==> src/rtl/lc3_arb_pkg.sv <==
// Shared types and requester ids for the LC-3 data-memory arbiter.
package lc3_arb_pkg;

  typedef enum logic [1:0] {
    ARB_IDLE  = 2'd0,
    ARB_ISSUE = 2'd1,
    ARB_RESP  = 2'd2
  } arb_state_t;

  localparam logic REQ_CPU  = 1'b0;
  localparam logic REQ_HOST = 1'b1;

endpackage

==> src/rtl/lc3_rr_pick2.sv <==
// Combinational two-way round-robin picker; pin restricts the choice to the last winner.
module lc3_rr_pick2 (
  input  logic [1:0] req,
  input  logic       last,
  input  logic       pin,
  output logic       valid,
  output logic       winner
);
  import lc3_arb_pkg::*;

  logic [1:0] eff;

  always_comb begin
    eff = req;
    if (pin) begin
      eff = (last == REQ_HOST) ? (req & 2'b10) : (req & 2'b01);
    end
    valid  = |eff;
    winner = (eff == 2'b11) ? ~last : eff[1];
  end

endmodule

==> src/rtl/lc3_mem_arbiter.sv <==
// Two-requester arbiter for the single-port LC-3 data memory.
// Optional ownership lock: define ARB_LOCK_EN to add lock0/lock1.
//
// state     | meaning
// ARB_IDLE  | arbitrate; latch winner and its transaction
// ARB_ISSUE | drive memory from latches, pulse gnt of the winner
// ARB_RESP  | read data captured, pulse rvalid of the winner
module lc3_mem_arbiter #(
  parameter int AW = 16,
  parameter int DW = 16
) (
  input  logic          clk,
  input  logic          reset,
  input  logic          req0,
  input  logic          we0,
  input  logic [AW-1:0] addr0,
  input  logic [DW-1:0] wdata0,
  output logic          gnt0,
  output logic          rvalid0,
  output logic [DW-1:0] rdata0,
  input  logic          req1,
  input  logic          we1,
  input  logic [AW-1:0] addr1,
  input  logic [DW-1:0] wdata1,
  output logic          gnt1,
  output logic          rvalid1,
  output logic [DW-1:0] rdata1,
`ifdef ARB_LOCK_EN
  input  logic          lock0,
  input  logic          lock1,
`endif
  output logic [AW-1:0] mem_addr,
  output logic [DW-1:0] mem_wdata,
  output logic          mem_we,
  input  logic [DW-1:0] mem_rdata
);
  import lc3_arb_pkg::*;

  arb_state_t    state_q, state_d;
  logic          win_q, win_d;
  logic          we_q, we_d;
  logic          last_q, last_d;
  logic [AW-1:0] addr_q, addr_d;
  logic [DW-1:0] wdata_q, wdata_d;
  logic [DW-1:0] rdata0_q, rdata0_d;
  logic [DW-1:0] rdata1_q, rdata1_d;
  logic          pick_valid, pick_winner, pick_pin;

`ifdef ARB_LOCK_EN
  logic pin_q, pin_d;
  logic lock_own, lock_win;

  // The pin owner is always the last winner, so only its lock matters.
  assign lock_own = (last_q == REQ_HOST) ? lock1 : lock0;
  assign lock_win = (win_q == REQ_HOST) ? lock1 : lock0;
  assign pick_pin = pin_q & lock_own;

  always_comb begin
    pin_d = pin_q;
    if (state_q == ARB_IDLE && !lock_own) pin_d = 1'b0;
    if (state_q == ARB_ISSUE)             pin_d = lock_win;
  end

  always_ff @(posedge clk or negedge reset) begin
    if (!reset) pin_q <= 1'b0;
    else        pin_q <= pin_d;
  end
`else
  assign pick_pin = 1'b0;
`endif

  lc3_rr_pick2 u_pick (
    .req    ({req1, req0}),
    .last   (last_q),
    .pin    (pick_pin),
    .valid  (pick_valid),
    .winner (pick_winner)
  );

  always_comb begin
    state_d  = state_q;
    win_d    = win_q;
    we_d     = we_q;
    last_d   = last_q;
    addr_d   = addr_q;
    wdata_d  = wdata_q;
    rdata0_d = rdata0_q;
    rdata1_d = rdata1_q;
    case (state_q)
      ARB_IDLE: begin
        if (pick_valid) begin
          win_d   = pick_winner;
          last_d  = pick_winner;
          we_d    = (pick_winner == REQ_HOST) ? we1    : we0;
          addr_d  = (pick_winner == REQ_HOST) ? addr1  : addr0;
          wdata_d = (pick_winner == REQ_HOST) ? wdata1 : wdata0;
          state_d = ARB_ISSUE;
        end
      end
      ARB_ISSUE: begin
        state_d = we_q ? ARB_IDLE : ARB_RESP;
        if (!we_q) begin
          if (win_q == REQ_HOST) rdata1_d = mem_rdata;
          else                   rdata0_d = mem_rdata;
        end
      end
      ARB_RESP: state_d = ARB_IDLE;
      default:  state_d = ARB_IDLE;
    endcase
  end

  always_ff @(posedge clk or negedge reset) begin
    if (!reset) begin
      state_q  <= ARB_IDLE;
      win_q    <= REQ_CPU;
      we_q     <= 1'b0;
      last_q   <= REQ_HOST;
      addr_q   <= '0;
      wdata_q  <= '0;
      rdata0_q <= '0;
      rdata1_q <= '0;
    end else begin
      state_q  <= state_d;
      win_q    <= win_d;
      we_q     <= we_d;
      last_q   <= last_d;
      addr_q   <= addr_d;
      wdata_q  <= wdata_d;
      rdata0_q <= rdata0_d;
      rdata1_q <= rdata1_d;
    end
  end

  // addr_q/wdata_q only change when entering ARB_ISSUE, so they hold the last issue.
  assign mem_addr  = addr_q;
  assign mem_wdata = wdata_q;
  assign mem_we    = (state_q == ARB_ISSUE) && we_q;
  assign gnt0      = (state_q == ARB_ISSUE) && (win_q == REQ_CPU);
  assign gnt1      = (state_q == ARB_ISSUE) && (win_q == REQ_HOST);
  assign rvalid0   = (state_q == ARB_RESP)  && (win_q == REQ_CPU);
  assign rvalid1   = (state_q == ARB_RESP)  && (win_q == REQ_HOST);
  assign rdata0    = rdata0_q;
  assign rdata1    = rdata1_q;

endmodule

==> config.mk <==
export PLATFORM = sky130hd
export DESIGN_NAME = lc3_mem_arbiter
export DESIGN_NICKNAME = d
export VERILOG_FILES = /design/src/rtl/lc3_arb_pkg.sv /design/src/rtl/lc3_rr_pick2.sv /design/src/rtl/lc3_mem_arbiter.sv
export SDC_FILE = /design/constraint.sdc
export NUM_CORES = 1
export LEC_CHECK = 0
export ABC_AREA = 1
export BUFFER_PORTS_ARGS = -buffer_cell sky130_fd_sc_hd__buf_2
export CELL_PAD_IN_SITES_DETAIL_PLACEMENT = 0
export CELL_PAD_IN_SITES_GLOBAL_PLACEMENT = 1
export CORE_ASPECT_RATIO = 0.7
export CORE_UTILIZATION = 32
export DETAILED_ROUTE_END_ITERATION = 6
export PLACE_DENSITY = 0.88
export SLEW_MARGIN = 20
export SYNTH_ARGS = -nofsm -noshare
export SYNTH_HDL_FRONTEND = slang
export SYNTH_HIERARCHICAL = 1
export SYNTH_SLANG_ARGS = --single-unit
==> constraint.sdc <==
create_clock -name clk -period 1.5 [get_ports clk]
set_input_delay 0 -clock clk [delete_from_list [all_inputs] [get_ports clk]]
set_output_delay 0 -clock clk [all_outputs]
set_load 0.05 [all_outputs]
==> impl_metrics.ini, run 1 <==
[placed_design]
dp_cells = 693
dp_slack_ns = 0.1490
gp_congestion = 0.8017
postPlaceCellArea_um2 = 4153
numPortBuffers = 154
dpl.hpwl_mm = 6.336

[sta]
hold_viol = 0
drv_slew = 0
fmaxAchievable_mhz = 696.2
fin_hold_ws_ns = 0.02207
fin_skew_ns = 0.007258
final.setup.tns_ns = 0
period_share_pct = 95.76
layout_min_cycle_time_ns = 1.436
rsz0062_at_grt = false
layout_setup_ws_ns = 0.06363
slew_headroom_pct = 65.89
worst_pin_slew_ns = 0.5116
setup_violations = 0

[cells_and_area]
final_core_util_pct = 53.85
multi_input_area_um2 = 1348
regArea_um2 = 1729
fillers = 927
drive_gt1_share_pct = 29.71
final_cells = 791
layout.nets = 745
final_design_area_no_fill_um2 = 5255
antenna_cells = 0
area_delta_synth_final_pct = 62.35

[job]
drv_cap = 0

[global_route]
grt_pass1_vias = 3286
grt_usage_pct = 19.10
antenna_found_initial = 0
grt_start_max_net_pins = 39
grt_pass1_wl_mm = 15.44
grt_overflow = 0

[yosys]
ys.flop_type = dfrtp_1
yosysMostFrequentCell = nand2_1
synth_cell_types = 19
postSynthCellCount = 418
ys_top_cells_by_count = nand2_1 (268), dfrtp_1 (68), nand3_1 (17)
synth_top_area_cell = dfrtp_1
synth_enable_flop_cells = 0
async_flop_share_pct = 100.0
avgSynthCellArea_um2 = 7.744
synth_area_leaders = dfrtp_1 (53%), nand2_1 (31%), nand4_1 (3.1%)
ys_warn_count = 6
synth_top_cell_area_share_pct = 52.57
synth_seq_cells = 69
netlist_area_um2 = 3237
ys_seq_area_share_pct = 53.38

[run_status]
outcome = completed

[setup_path]
path_buf_inv = 3
arrival_ns = 1.44
cp_slowest_stage_delay_ns = 0.43
worstSetupStartpointType = flop
cp_common_cell = buf_4
path_class = reg -> out
crit_path_top_delay_cell = dfrtp_1
startpoint = win_q$_DFFE_PN0P_
cp_cell_sequence = inv_2 > buf_4 > nor2_1 > buf_4
crit_family = buffers and inverters
crit_fanout = 12
cp-end-kind = output pin
cp.required_ns = 1.50
rr_startpoint = state_q[0]$_DFFE_PN0P_

[cts]
cts_max_level = 3
insertion_delay_ns = 0.33
cts_inserted_buffers = 9
cts_tree = yes
cts.sinks = 69
clock_path_buffers = 2
clk_root_buffer_cell = clkbuf_16
path_clk_slew_ns = 0.06

[pwr]
p_leak_nw = 2.974
pwr-share-clk_pct = 15.5
p_sw_mw = 6.488
switching_share_pct = 53.95
intPower_mw = 5.537
pwr-share-seq_pct = 27.8
power.density_nw_per_um2 = 2288
ir_drop_v = 0.0009748
p_comb_share_pct = 56.7
fin_total_pwr_mw = 12.02

[detailed_routing]
drtIter0Drc = 136
wl_per_cell_um = 12.29
routed_wl_mm = 9.719
drtPass1Iterations = 4
ant_nets = 0
vias_per_cell = 4.355
remaining_drc_errors = 0
vias = 3445

[min_path]
hp-start = we1
hp-class = in -> reg

[floorplanning]
std_cell_rows = 30
num_io_pins = 155
initial_core_util_pct = 33.17
die_y_um = 86.15
die-area_um2 = 10530
die_width_um = 122.2
core-area_um2 = 9759
## path summary, 6_finish.rpt
kind                       slack, ns                       end  cells after the start
max                             0.06                      gnt1                      4
min                             0.02          we_q$_DFFE_PN0P_                      5
max reg2reg                     0.13     rdata0[0]$_DFFE_PN0P_                      6
min reg2reg                     0.47    rdata0[13]$_DFFE_PN0P_                      2
max in group asynchronous       0.77  mem_wdata[9]$_DFFE_PN0P_                      3
min in group asynchronous       0.20     rdata1[3]$_DFFE_PN0P_                      2
## worst register-to-register path, cell delays in order, from the launching register on
cell and delay (ns):
dfrtp_1 0.40, inv_2 0.10, nor2_8 0.12, buf_4 0.22
nand3_4 0.21, nand2_1 0.14, nand2_1 0.06
## layout make-up
class / count / area share [%]
Timing Repair Buffer: 250 / 32.83
Clock buffer: 11 / 4.429
Tap cell: 128 / 3.048
Inverter: 9 / 0.6429
Clock inverter: 4 / 0.5000
Sequential cell: 69 / 32.90
Multi-Input combinational cell: 320 / 25.64
## metal layers
layer  track usage, %  routed length [um]  vias up
met5                0                   0        -
met4            6.098                 138        0
met3            5.718                 560       13
met2            31.00                4430      108
met1            24.36                4589     1552
li1                 -                   -     1772
## sequential cells by signal, indices dropped and copies added, names as in the netlist
| name | count |
|---|---|
| win_q | 1 |
| state_q | 2 |
| last_q | 1 |
| mem_wdata | 16 |
| mem_addr | 16 |
| we_q | 1 |
| rdata1 | 16 |
| rdata0 | 16 |
## power by group through the flow
| stage | sequential (mW) | clock (mW) | combinational [mW] |
|---|---|---|---|
| global route | 3.45 | 2.00 | 7.35 |
| CTS | 3.35 | 1.93 | 6.83 |
| detailed placement | 3.35 | 0 | 6.63 |
| floorplan | 6.23 | 0 | 2.23 |
| global placement | 3.33 | 0 | 6.54 |
| finish | 3.35 | 1.86 | 6.82 |
## layout by cell type (no fill, tap or decap)
| cell type | netlist | layout |
|---|---|---|
| buf_12 | 0 | 1 |
| buf_2 | 10 | 149 |
| buf_4 | 6 | 17 |
| buf_6 | 4 | 1 |
| clkbuf_1 | 2 | 2 |
| clkbuf_16 | 0 | 9 |
| clkinv_2 | 0 | 2 |
| clkinv_4 | 0 | 1 |
| clkinvlp_4 | 0 | 1 |
| conb_1 | 1 | 3 |
| dfrtp_1 | 68 | 67 |
| dfrtp_2 | 0 | 1 |
| dfstp_2 | 1 | 1 |
| dlygate4sd3_1 | 0 | 82 |
| inv_1 | 4 | 4 |
| inv_2 | 5 | 5 |
| nand2_1 | 268 | 268 |
| nand2_4 | 1 | 1 |
| nand3_1 | 17 | 17 |
| nand3_4 | 2 | 2 |
| nand4_1 | 16 | 16 |
| nor2_1 | 5 | 4 |
| nor2_2 | 0 | 1 |
| nor2_4 | 2 | 2 |
| nor2_8 | 1 | 1 |
| nor3_2 | 0 | 2 |
| o21ai_0 | 3 | 3 |
## timing repair
item / 4_1_cts / 5_1_grt
gates resized for setup: 3 / 4
setup buffers: 1 / 0
hold buffers: 82 / 0
pin swaps: 1 / 0
endpoints found under the hold margin: 100 / 0
setup endpoints to repair: 3 / 3
## cell families (layout without fill, tap and decap cells)
kind of cell,Yosys count,in the layout,synth area share (%)
AND/OR/NAND/NOR,314,314,40.43
flip-flops,69,69,53.38
buffers and inverters,31,274,5.605
AO/OA/AOI/OAI,3,3,0.4637
other,1,3,0.1159
(Power assumes the default switching activity.)
==> run 2: changes to the inputs <==
--- a/config.mk
+++ b/config.mk
@@ -6,13 +6,13 @@
 export NUM_CORES = 1
 export LEC_CHECK = 0
 export ABC_AREA = 1
-export BUFFER_PORTS_ARGS = -buffer_cell sky130_fd_sc_hd__buf_2
 export CELL_PAD_IN_SITES_DETAIL_PLACEMENT = 0
 export CELL_PAD_IN_SITES_GLOBAL_PLACEMENT = 1
 export CORE_ASPECT_RATIO = 0.7
-export CORE_UTILIZATION = 32
+export CORE_UTILIZATION = 43
 export DETAILED_ROUTE_END_ITERATION = 6
-export PLACE_DENSITY = 0.88
+export DONT_BUFFER_PORTS = 1
+export PLACE_DENSITY = 0.86
 export SLEW_MARGIN = 20
 export SYNTH_ARGS = -nofsm -noshare
 export SYNTH_HDL_FRONTEND = slang
==> run 2 against run 1 <==
Net effect: the run now ends with DRC, hold timing left; fmax grew 1.8%; sequential cell count did not move; routed wire length fell by 7.3%; die area shrank 25%; first-iteration DRC count rose by 39%; register-to-register slack lost 0.02 ns; highest routed layer unchanged; combinational power is 53% lower; critical endpoint unchanged; clock power is 4% lower; global-route usage increased by 4.6 points; via count down 11%; core utilization increased by 7.8 points; critical path depth unchanged.
==> impl_metrics.ini, run 2 (synthesis gave the netlist of run 1 again) <==
[floorplanning]
num_io_pins = 155
die_y_um = 74.59
die-area_um2 = 7884
die_width_um = 105.7
std_cell_rows = 26
core-area_um2 = 7287
initial_core_util_pct = 44.42

[cts]
path_clk_slew_ns = 0.08
cts-hold-fix-buffers = 82
cts.sinks = 69
cts_inserted_buffers = 9
cts_tree = yes
cts_max_level = 3
clock_path_buffers = 2
insertion_delay_ns = 0.34
clk_root_buffer_cell = clkbuf_8

[detailed_routing]
vias = 3056
vias_per_cell = 4.969
routed_wl_mm = 9.007
wl_per_cell_um = 14.65
remaining_drc_errors = 1
drtIter0Drc = 189
drtPass1Iterations = 6
ant_nets = 0

[sta]
drv_slew = 0
setup_violations = 0
slew_headroom_pct = 66.39
rsz0062_at_grt = false
fin_hold_ws_ns = -0.6478
period_share_pct = 94.11
fmaxAchievable_mhz = 708.4
worst_pin_slew_ns = 0.5042
layout_min_cycle_time_ns = 1.412
hold_viol = 69
final.setup.tns_ns = 0
fin_skew_ns = 0.008436

[job]
drv_cap = 0

[setup_path]
crit_fanout = 12
cp.required_ns = 1.50
arrival_ns = 1.41
worstSetupStartpointType = flop
path_class = reg -> out
cp-end-kind = output pin
reg2regPathDepth = 9

[cells_and_area]
area_delta_synth_final_pct = 38.73
final_common_cell = nand2_1
antenna_cells = 0
layout.nets = 599
drive_gt1_share_pct = 10.44
final_design_area_no_fill_um2 = 4491
final_core_util_pct = 61.62
layout_common_cells = nand2_1 (268), dlygate4sd3_1 (82), dfrtp_1 (66), nand3_1 (17), buf_4 (17)

[pwr]
p_leak_nw = 2.372
ir_drop_v = 0.001108
power.density_nw_per_um2 = 2503

[placed_design]
numPortBuffers = 0
gp_congestion = 0.8055
postPlaceCellArea_um2 = 3395
dpl.hpwl_mm = 5.334

[global_route]
grt_pass1_wl_mm = 14.41
grt_start_max_net_pins = 70
grt_overflow = 0
antenna_found_initial = 0
grt_pass1_vias = 3102
grt_usage_pct = 23.65

[min_path]
hp-class = in -> async

[run_status]
outcome = complete, but fails checks
violations = DRC, hold timing
-- run 2: area by class of cell --
class,instances,area [um^2]
Fill cell,648,2796
Sequential cell,69,1730
Multi-Input combinational cell,321,1363
Timing Repair Buffer,103,1002
Clock buffer,9,123.9
Tap cell,98,122.6
Clock inverter,6,112.6
Inverter,9,36.28
-- run 2: final timing paths --
path / start / to / slack [ns]
worst max-delay path: win_q$_DFFE_PN0P_ / gnt1 / 0.09
worst min-delay path: reset / win_q$_DFFE_PN0P_ / -0.65
worst max register to register: last_q$_DFFE_PN1P_ / mem_wdata[14]$_DFFE_PN0P_ / 0.11
min in group clk: req1 / mem_addr[1]$_DFFE_PN0P_ / 0.11
max in group asynchronous: reset / last_q$_DFFE_PN1P_ / 1.96
worst min register to register: mem_wdata[12]$_DFFE_PN0P_ / mem_wdata[12]$_DFFE_PN0P_ / 0.48
-- run 2: where the power goes --
part,internal [mW],switching (mW),total (mW),leakage [nW]
combinational,1.13,2.06,3.18,1.41
clock,1.10,0.692,1.79,0.119
sequential,2.73,3.54,6.27,0.846
-- run 2: timing repair --
| item | CTS | global route |
|---|---|---|
| pin swaps | 1 | 0 |
| gates resized for setup | 0 | 7 |
| hold endpoints to repair | 134 | 69 |
| setup buffers | 1 | 0 |
| cloned | 0 | 1 |
| setup endpoints to repair | 3 | 36 |
-- run 2: stage by stage --
step                setup WS, ns  std cells  power [mW]
floorplan                0.04960        420       8.466
global placement         0.07289        516       9.093
detailed placement       0.03490        516       9.178
CTS                     0.007819        614       11.21
global route            0.002948        615       11.95
finish                   0.08834        615       11.24
-- run 2: critical path, cell delays in order, from the launching register on --
cell,delay (ns)
dfrtp_2,0.46
inv_4,0.14
buf_4,0.22
nor2_1,0.07
buf_4,0.19
-- run 2: per-layer routing --
metal	GRT usage, %	wire [um]
met1	28.33	3911
met2	40.16	4254
met3	8.326	682
met4	8.642	159
met5	0	0
